`src/rtl/instr_fetch.sv`:
```
// Instruction fetch/issue sequencer.
// Reads instruction words and MVI immediates from a synchronous program ROM.
// Presents them to the control unit on ir/din, raises run, and holds it
// until done comes back. Owns the program counter, which wraps modulo 2^ADDR_W.
module instr_fetch #(
  parameter int DATA_W = 16,
  parameter int ADDR_W = 5
) (
  input  logic              clock,
  input  logic              resetn,
  input  logic              start,
  output logic [ADDR_W-1:0] mem_addr,
  input  logic [DATA_W-1:0] mem_rdata,
  input  logic              done,
  output logic [9:0]        ir,
  output logic [DATA_W-1:0] din,
  output logic              run,
  output logic [ADDR_W-1:0] pc,
  output logic              busy,
  output logic              halted
);

  typedef enum logic [2:0] {
    S_IDLE,
    S_FETCH,
    S_LATCH,
    S_FETCH_IMM,
    S_LATCH_IMM,
    S_ISSUE,
    S_HALT
  } state_t;

  // Opcode field lives in bits 8:6 of the instruction word (III XXX YYY).
  localparam logic [2:0] OP_MVI  = 3'b001;
  localparam logic [2:0] OP_HALT = 3'b111;

  state_t state;

  // The ROM sees the PC directly; its data returns one cycle later in LATCH*.
  assign mem_addr = pc;

  // Busy whenever a fetch or an issue is in flight.
  assign busy = (state != S_IDLE) && (state != S_HALT);

  // Sequencer: single registered FSM that also owns pc, ir, din, run and halted.
  always_ff @(posedge clock or negedge resetn) begin
    if (!resetn) begin
      state  <= S_IDLE;
      pc     <= '0;
      ir     <= '0;
      din    <= '0;
      run    <= 1'b0;
      halted <= 1'b0;
    end else begin
      case (state)
        S_IDLE: begin
          if (start) state <= S_FETCH;
        end

        S_FETCH: begin
          pc    <= pc + ADDR_W'(1);
          state <= S_LATCH;
        end

        S_LATCH: begin
          ir <= mem_rdata[9:0];
          case (mem_rdata[8:6])
            OP_MVI:  state <= S_FETCH_IMM;
            OP_HALT: begin
              // HALT is consumed here and never reaches the control unit.
              halted <= 1'b1;
              state  <= S_HALT;
            end
            default: begin
              run   <= 1'b1;
              state <= S_ISSUE;
            end
          endcase
        end

        S_FETCH_IMM: begin
          pc    <= pc + ADDR_W'(1);
          state <= S_LATCH_IMM;
        end

        S_LATCH_IMM: begin
          din   <= mem_rdata;
          run   <= 1'b1;
          state <= S_ISSUE;
        end

        S_ISSUE: begin
          // start is deliberately not looked at here; done wins.
          if (done) begin
            run   <= 1'b0;
            state <= S_FETCH;
          end
        end

        S_HALT: begin
          // Restart always begins again from address 0.
          if (start) begin
            pc     <= '0;
            halted <= 1'b0;
            state  <= S_FETCH;
          end
        end

        default: begin
          run    <= 1'b0;
          halted <= 1'b0;
          state  <= S_IDLE;
        end
      endcase
    end
  end

endmodule

```
`config.mk`:
```
export PLATFORM = sky130hd
export DESIGN_NAME = instr_fetch
export DESIGN_NICKNAME = d
export VERILOG_FILES = /design/src/rtl/instr_fetch.sv
export SDC_FILE = /design/constraint.sdc
export NUM_CORES = 1
export LEC_CHECK = 0
export CAP_MARGIN = 20
export CORE_MARGIN = 4
export CORE_UTILIZATION = 40
export CTS_BUF_LIST = sky130_fd_sc_hd__clkbuf_2 sky130_fd_sc_hd__clkbuf_4 sky130_fd_sc_hd__clkbuf_8
export CTS_CLUSTER_SIZE = 8
export DETAILED_ROUTE_END_ITERATION = 8
export HOLD_SLACK_MARGIN = 0.12
export PLACE_DENSITY_LB_ADDON = 0.3
export SYNTH_ARGS = -nofsm -noshare
export SYNTH_HDL_FRONTEND = slang
export SYNTH_SLANG_ARGS = --single-unit
```
`constraint.sdc`:
```
create_clock -name clock -period 3.6 [get_ports clock]
set_input_delay 0.72 -clock clock [delete_from_list [all_inputs] [get_ports clock]]
set_output_delay 0.72 -clock clock [all_outputs]
set_load 0.005 [all_outputs]
```
==> impl_results.rst, run 1 <==
.. list-table::
   :header-rows: 1

   * - Metric
     - Value
   * - Inserted Diodes
     - 0
   * - Worst rel slew slack
     - a little under 50%
   * - Share of the synthesized netlist area taken by xor and xnor gates
     - around 1.1%
   * - Area fraction in and, or, nand and nor cells after synthesis
     - between 10% and 20%
   * - Final cell area excluding filler cells
     - around 2300 um^2
   * - Filler Cell Count
     - ~310
   * - Clock period minus final worst setup slack
     - 2470 ps
   * - Global Route Usage Sum
     - 13.4%
   * - Sequential-to-total area share from yosys stat
     - between 50% and 60%
   * - Total iterations of the first detailed-routing run
     - 4
   * - Starting utilization of the core area
     - 42.9%
   * - Routability cong.
     - a little over 0.8
   * - Number of clock buffers inserted by TritonCTS
     - 5
   * - Die outline area
     - about 5200 um^2
   * - Clk root buf
     - sky130_fd_sc_hd__clkbuf_8
   * - Post-layout instance count excluding filler cells
     - ~220
   * - Top-area cell type share of the netlist area
     - 55.3%
   * - Htree depth
     - 2
   * - Number of cells traversed by the worst register-to-register path
     - 3
   * - Final period utilization
     - 68.6%
   * - Final ANT Viol Nets
     - 0
   * - Most common cell after layout, fill and taps aside
     - sky130_fd_sc_hd__clkdlybuf4s50_1
   * - Global-route wire length before repair
     - between 5000 and 6000 um
   * - Worst hold endpoint
     - ir[0]
   * - Portion of netlist area occupied by mux cells
     - between 20% and 30%
   * - Largest net degree at the start of global routing
     - 37
   * - Required time of the worst setup path
     - between 2000 and 3000 ps
   * - Leading cell types in the layout, fill and taps excluded
     - 57 x sky130_fd_sc_hd__clkdlybuf4s50_1, 36 x sky130_fd_sc_hd__dfrtp_1, 16 x sky130_fd_sc_hd__mux2_2
   * - Hold violation count in the final report
     - 0
   * - # DRC
     - 0
   * - Number of synthesized flops with an enable pin
     - 0
   * - Result of the run
     - finished clean
   * - CTS resizes
     - 0
   * - HP Class
     - flip-flop to flip-flop
   * - Placed instance count
     - between 200 and 250
   * - Count of boundary I/O pins
     - slightly below 60
   * - Maximum VDD drop
     - around 0.45 mV
   * - CTS Hold Buffers Added
     - 0
   * - Largest family of logic cells by synthesized area
     - multiplexers
   * - Dominant synthesized flop cell
     - sky130_fd_sc_hd__dfrtp_1
   * - Synth Cell Area
     - about 1600 um^2
   * - Yosys cell types
     - 36
   * - Net count, final
     - 195
   * - Insertion delay of the later-clocked pin in the worst-skew pair
     - ~280 ps
   * - Actual transition at the worst max-transition pin
     - roughly 770 ps
   * - Top post-synthesis cells by area
     - sky130_fd_sc_hd__dfrtp_1 55%, sky130_fd_sc_hd__mux2_2 11%, sky130_fd_sc_hd__mux2_4 9.2%
   * - Vias
     - 1,122
   * - Core area
     - between 3000 and 4000 um^2
   * - Worst hold start
     - ir[0]
   * - Sum of net half-perimeters after detailed placement
     - ~2500 um
   * - Std cell rows
     - 22
   * - Remaining global-route overflow
     - 0
   * - Wirelength, routed
     - roughly 3300 um
   * - Initial antenna violation count
     - 0
   * - CTS clock-pin slew for the worst setup and hold paths
     - approximately 70 ps
   * - Leakage
     - approximately 0.96 nW
   * - Adder-cell share of the synthesized area
     - 0.767%
   * - Arrival time worst endpoint
     - 1750 ps
   * - Kind of capture point of the worst setup path
     - output port
   * - Worst-path maximum fanout
     - 10
   * - Clock tree from TritonCTS
     - yes
   * - Layout overhead on the synthesized area
     - 38.4%
   * - CP Class
     - flip-flop to output port
   * - Via count of the first global-routing pass
     - around 1,200
   * - RSZ-0062 raised after global routing
     - false
   * - Multi-input gate area
     - 632 um^2
   * - Mean Syn Cell Area
     - roughly 14 um^2
   * - Top cell type by total area after synthesis
     - sky130_fd_sc_hd__dfrtp_1
   * - Synth Net Count
     - 140
   * - Total Negative Setup Slacks
     - 0 ps
   * - Number of pins exceeding their max-slew limit in the final report
     - 0
   * - Synthesized-area fraction occupied by ao, oa, aoi and oai cells
     - 4.60%
   * - Die width
     - approximately 72 um
   * - Startpoint of the most critical register-to-register path
     - state[2]
   * - Number of buffers inserted by post-CTS setup repair
     - 0
   * - Instance area after placement
     - between 2000 and 2500 um^2
   * - Setup Viol. Count Final
     - 0
   * - Clock tree buffer depth
     - 2
   * - PD cells
     - between 800 and 900 nW/um^2
   * - Seq cells post-synth
     - 36
   * - Port buffer count
     - just under 60
   * - Async SR Flop Fraction
     - 100%
   * - Final routed wire length divided by cell count
     - 15.0 um
   * - Register cell area after layout
     - roughly 900 um^2
   * - First DRT Iteration DRCs
     - 63
   * - Instance count along the most critical hold path
     - 1
   * - R2R setup slack
     - 2030 ps
   * - Post-Syn Instances
     - 119
   * - Share of layout cells above drive strength 1
     - 21.8%
   * - Crit Reg-Reg Endpoint
     - din[6]
   * - Max frequency
     - just over 400 MHz
   * - Die Y-Extent
     - roughly 72 um
   * - CTS sink cnt
     - 36
   * - Max Clock Skew
     - around 5.8 ps
   * - Post-DR vias/cell
     - a little over 5
   * - Yosys synthesis warning count
     - 0
   * - Kind of start point of the critical path
     - flip-flop
   * - Number of max-cap violations
     - 0
metal layers:
| metal | track usage, % | up-vias | share of wire [%] |
|---|---|---|---|
| met5 | 0 | - | 0 |
| met4 | 2.51 | 0 | 0.18 |
| met3 | 5.61 | 2 | 8.0 |
| met2 | 21.5 | 42 | 48 |
| met1 | 17.2 | 559 | 44 |
| li1 | - | 519 | - |
layout make-up:
| type | instances | area share, % |
|---|---|---|
| sequential | 36 | 39.9 |
| inverter | 2 | 0.333 |
| tap | 48 | 2.66 |
| clock buffer | 6 | 3.38 |
| clock inverter | 1 | 0.222 |
| timing repair buffer | 58 | 25.5 |
| multi-input combinational | 71 | 28.0 |
worst max path at each step:
stage,start,to,slack (ps),cells after the start
floorplan,state[1],busy,1940,3
global placement,state[1],busy,1470,3
detailed placement,state[1],busy,1430,3
CTS,state[1],busy,1130,3
global route,state[1],busy,1050,3
finish,state[1],busy,1130,3
cells by family after synthesis:
| family | Yosys count |
|---|---|
| and+or+nand+nor | 27 |
| AOI/OAI and AO/OA | 13 |
| muxes | 28 |
| adders and majority gates | 1 |
| DFF | 36 |
| buffers and inverters | 12 |
| xor gates and xnor gates | 2 |
critical path, cell delays in order, from the launching register on:
cell and delay, ps:
sky130_fd_sc_hd__dfrtp_1 490, sky130_fd_sc_hd__nor2b_1 210, sky130_fd_sc_hd__or3_1 320, sky130_fd_sc_hd__clkdlybuf4s50_1 450
sequential cells by signal, indices dropped and copies added, names as in the netlist:
name      cells
halted        1
state         3
mem_addr      5
ir           10
din          16
run           1
cells in the mapped netlist, drive strengths merged, types with 2 or more instances:
cell type,n
a21oi,3
and2,2
buf,9
dfrtp,36
inv,2
mux2,26
mux2i,2
nand2,7
nand3,2
nand3b,2
nand4,2
nor2,2
nor2b,3
o21ai,6
xnor2,2
report_power, final:
part	total (mW)	switching, mW	internal [mW]
Sequential	0.776	0.167	0.609
Clock	0.268	0.129	0.139
Combinational	0.968	0.301	0.667
Total	2.01	0.597	1.42
through the flow:
| stage | utilization [%] | setup slack, ps | power, mW | hold slack, ps |
|---|---|---|---|---|
| floorplan | - | 1940 | 1.28 | 424 |
| global placement | 57.3 | 1470 | 1.73 | 486 |
| detailed placement | 57.3 | 1430 | 1.76 | 493 |
| CTS | 59.4 | 1130 | 2.04 | 507 |
| global route | 59.4 | 1050 | 2.14 | 526 |
| finish | 59.4 | 1130 | 2.01 | 506 |
Power figures use the tool's default switching activity.
==> inputs of run 2 (changes only) <==
Clock period 3.6 ns to 2.3 ns, I/O delays scaled along.
==> results of run 2 <==
Same layout as run 1 (identical final DEF). Status: finished clean.
Main changes from that run: setup slack after placement 1430 ps -> 392 ps; setup slack after layout 1130 ps -> 90.5 ps; hold slack 506 ps -> 261 ps; register-to-register setup slack 2030 ps -> 730 ps; total power 2.01 mW -> 3.15 mW; worst IR drop on VDD 0.448 mV -> 0.702 mV
==> inputs of run 3 (changes only) <==
Settings changed: CAP_MARGIN 20 to 15, REMOVE_ABC_BUFFERS set to 1.
==> run 3 against run 2 <==
Effect of this change: die area did not move; critical path depth stayed put; via count is 0.89% lower; sequential cell count is the same; wire length up 4.1%; fmax rose by 0.66%; cell count is 0.45% higher; clock power rose by 15%; worst hold slack got worse by 1.3 ps.
==> impl_results.rst, run 3 (synthesized netlist as in run 1, its figures left out) <==
.. list-table::
   :header-rows: 1

   * - Metric
     - Value
   * - Result of the run
     - finished clean
   * - Most common cell after layout, fill and taps aside
     - sky130_fd_sc_hd__clkdlybuf4s50_1
   * - Via count of the first global-routing pass
     - between 1,000 and 1,500
   * - Final routed wire length divided by cell count
     - roughly 16 um
   * - Leading cell types in the layout, fill and taps excluded
     - 57 x sky130_fd_sc_hd__clkdlybuf4s50_1, 35 x sky130_fd_sc_hd__dfrtp_1, 16 x sky130_fd_sc_hd__mux2_2
   * - HP Class
     - input pin to asynchronous set/reset pin
   * - Max frequency
     - approximately 460 MHz
   * - Delay contributed by the slowest stage of the critical path
     - 480 ps
   * - Vias
     - around 1,100
   * - Final period utilization
     - around 95%
   * - Wirelength, routed
     - 3470 um
   * - CTS clock-pin slew for the worst setup and hold paths
     - 70 ps
   * - Final core utilization
     - 59.9%
   * - Htree depth
     - 2
   * - Sum of net half-perimeters after detailed placement
     - ~2500 um
   * - Maximum VDD drop
     - 0.572 mV
   * - Flip-flop count of the largest register after layout
     - 16
   * - Setup Viol. Count Final
     - 0
   * - Largest net degree at the start of global routing
     - 37
   * - Worst-path maximum fanout
     - 11
   * - Total iterations of the first detailed-routing run
     - 4
   * - Leakage
     - roughly 0.97 nW
   * - Total Negative Setup Slacks
     - 0 ps
   * - First DRT Iteration DRCs
     - 18
   * - Initial antenna violation count
     - 0
   * - Insertion delay of the later-clocked pin in the worst-skew pair
     - around 280 ps
   * - Filler Cell Count
     - between 300 and 400
   * - Number of clock buffers inserted by TritonCTS
     - 5
   * - Post-DR vias/cell
     - around 5.0
   * - Share of layout cells above drive strength 1
     - approximately a quarter
   * - Std cell rows
     - 22
   * - Final ANT Viol Nets
     - 0
   * - Global-route wire length before repair
     - 5830 um
   * - Arrival time worst endpoint
     - around 1700 ps
   * - Kind of start point of the critical path
     - flip-flop
   * - Clock period minus final worst setup slack
     - ~2200 ps
   * - Remaining global-route overflow
     - 0
   * - RSZ-0062 raised after global routing
     - false
   * - Actual transition at the worst max-transition pin
     - approximately 800 ps
   * - Core area
     - roughly 3800 um^2
   * - Number of pins exceeding their max-slew limit in the final report
     - 0
   * - Required time of the worst setup path
     - 1840 ps
   * - Die Y-Extent
     - a little over 70 um
   * - Die outline area
     - ~5200 um^2
   * - Worst rel slew slack
     - approximately 47%
   * - # DRC
     - 0
   * - Die width
     - between 70 and 80 um
   * - Port buffer count
     - 58
   * - Kind of capture point of the worst setup path
     - output port
   * - Starting utilization of the core area
     - 42.9%
   * - Routability cong.
     - approximately 0.76
   * - Count of boundary I/O pins
     - 59
   * - Crit-path leading delay family
     - simple AND/OR/NAND/NOR gates
   * - Layout overhead on the synthesized area
     - 39.7%
   * - List of cells traversed by the critical path
     - nor2b_4 > or3_1 > clkdlybuf4s50_1
   * - CP Class
     - flip-flop to output port
   * - Register with the most flip-flops
     - din
   * - Standard cell with the maximum stage delay on the critical path
     - sky130_fd_sc_hd__dfrtp_1
   * - Global Route Usage Sum
     - about 15%
   * - PD cells
     - 1410 nW/um^2
   * - Inserted Diodes
     - 0
   * - Clock tree from TritonCTS
     - yes
   * - Clk root buf
     - sky130_fd_sc_hd__clkbuf_8
   * - CTS sink cnt
     - 36
   * - Clock tree buffer depth
     - 2
   * - Hold violation count in the final report
     - 0
   * - Max Clock Skew
     - 7.17 ps
   * - Number of max-cap violations
     - 0
   * - Count of buffer and inverter cells on the critical path
     - 1
   * - Sum of internal, switching and leakage power
     - ~3.2 mW
   * - Net count, final
     - approximately 200
## run 3: timing repair
item | 4_1_cts | 5_1_grt
hold buffers | 0 | 0
buffers inserted | 0 | 0
setup endpoints to repair | 0 | 1
hold endpoints to repair | 0 | 0
gates resized for setup | 0 | 2
## run 3: area by class of cell
class,count,area [um^2],area share [%]
Multi-Input combinational cell,71,634,27.9
Clock buffer,8,97.6,4.29
Tap cell,48,60.1,2.64
Timing Repair Buffer,58,576,25.3
Inverter,2,7.51,0.330
Sequential cell,36,902,39.6
## run 3: per-stage QoR
stage,hold WS [ps],setup slack (ps),cell area [um^2],std cells
after floorplan,164,886,1540,109
after global placement,486,431,2180,215
after detailed placement,493,378,2180,215
after CTS,285,63.3,2270,223
after global routing,324,12.5,2280,223
final,260,105,2280,223
## run 3: final timing paths
check	from	end	slack, ps	depth (start not counted)
max	state[2]	busy	100	3
min	resetn	halted	260	1
max reg2reg	state[2]	din[5]	730	3
min reg2reg	din[4]	din[4]	510	1
max in group asynchronous	resetn	state[1]	1490	1
min in group clock	din[4]	din[4]	510	1
## run 3: worst register-to-register path, delay by kind of cell, from the launching register on
family	cells	cell delay, ps
flip-flops	1	510
multiplexers	1	380
AND/OR/NAND/NOR	2	570
## run 3: routing by layer
metal | up-vias | part of all wire [%] | GRT usage [%]
met5 | - | 0 | 0
met1 | 538 | 45 | 18.3
met3 | 7 | 8.4 | 5.75
li1 | 523 | - | -
met4 | 0 | 1.8 | 7.52
met2 | 44 | 45 | 22.6
## run 3: report_power, final
group	internal, mW	switching (mW)
clock	0.268	0.214
sequential	0.955	0.263
combinational	1.05	0.468
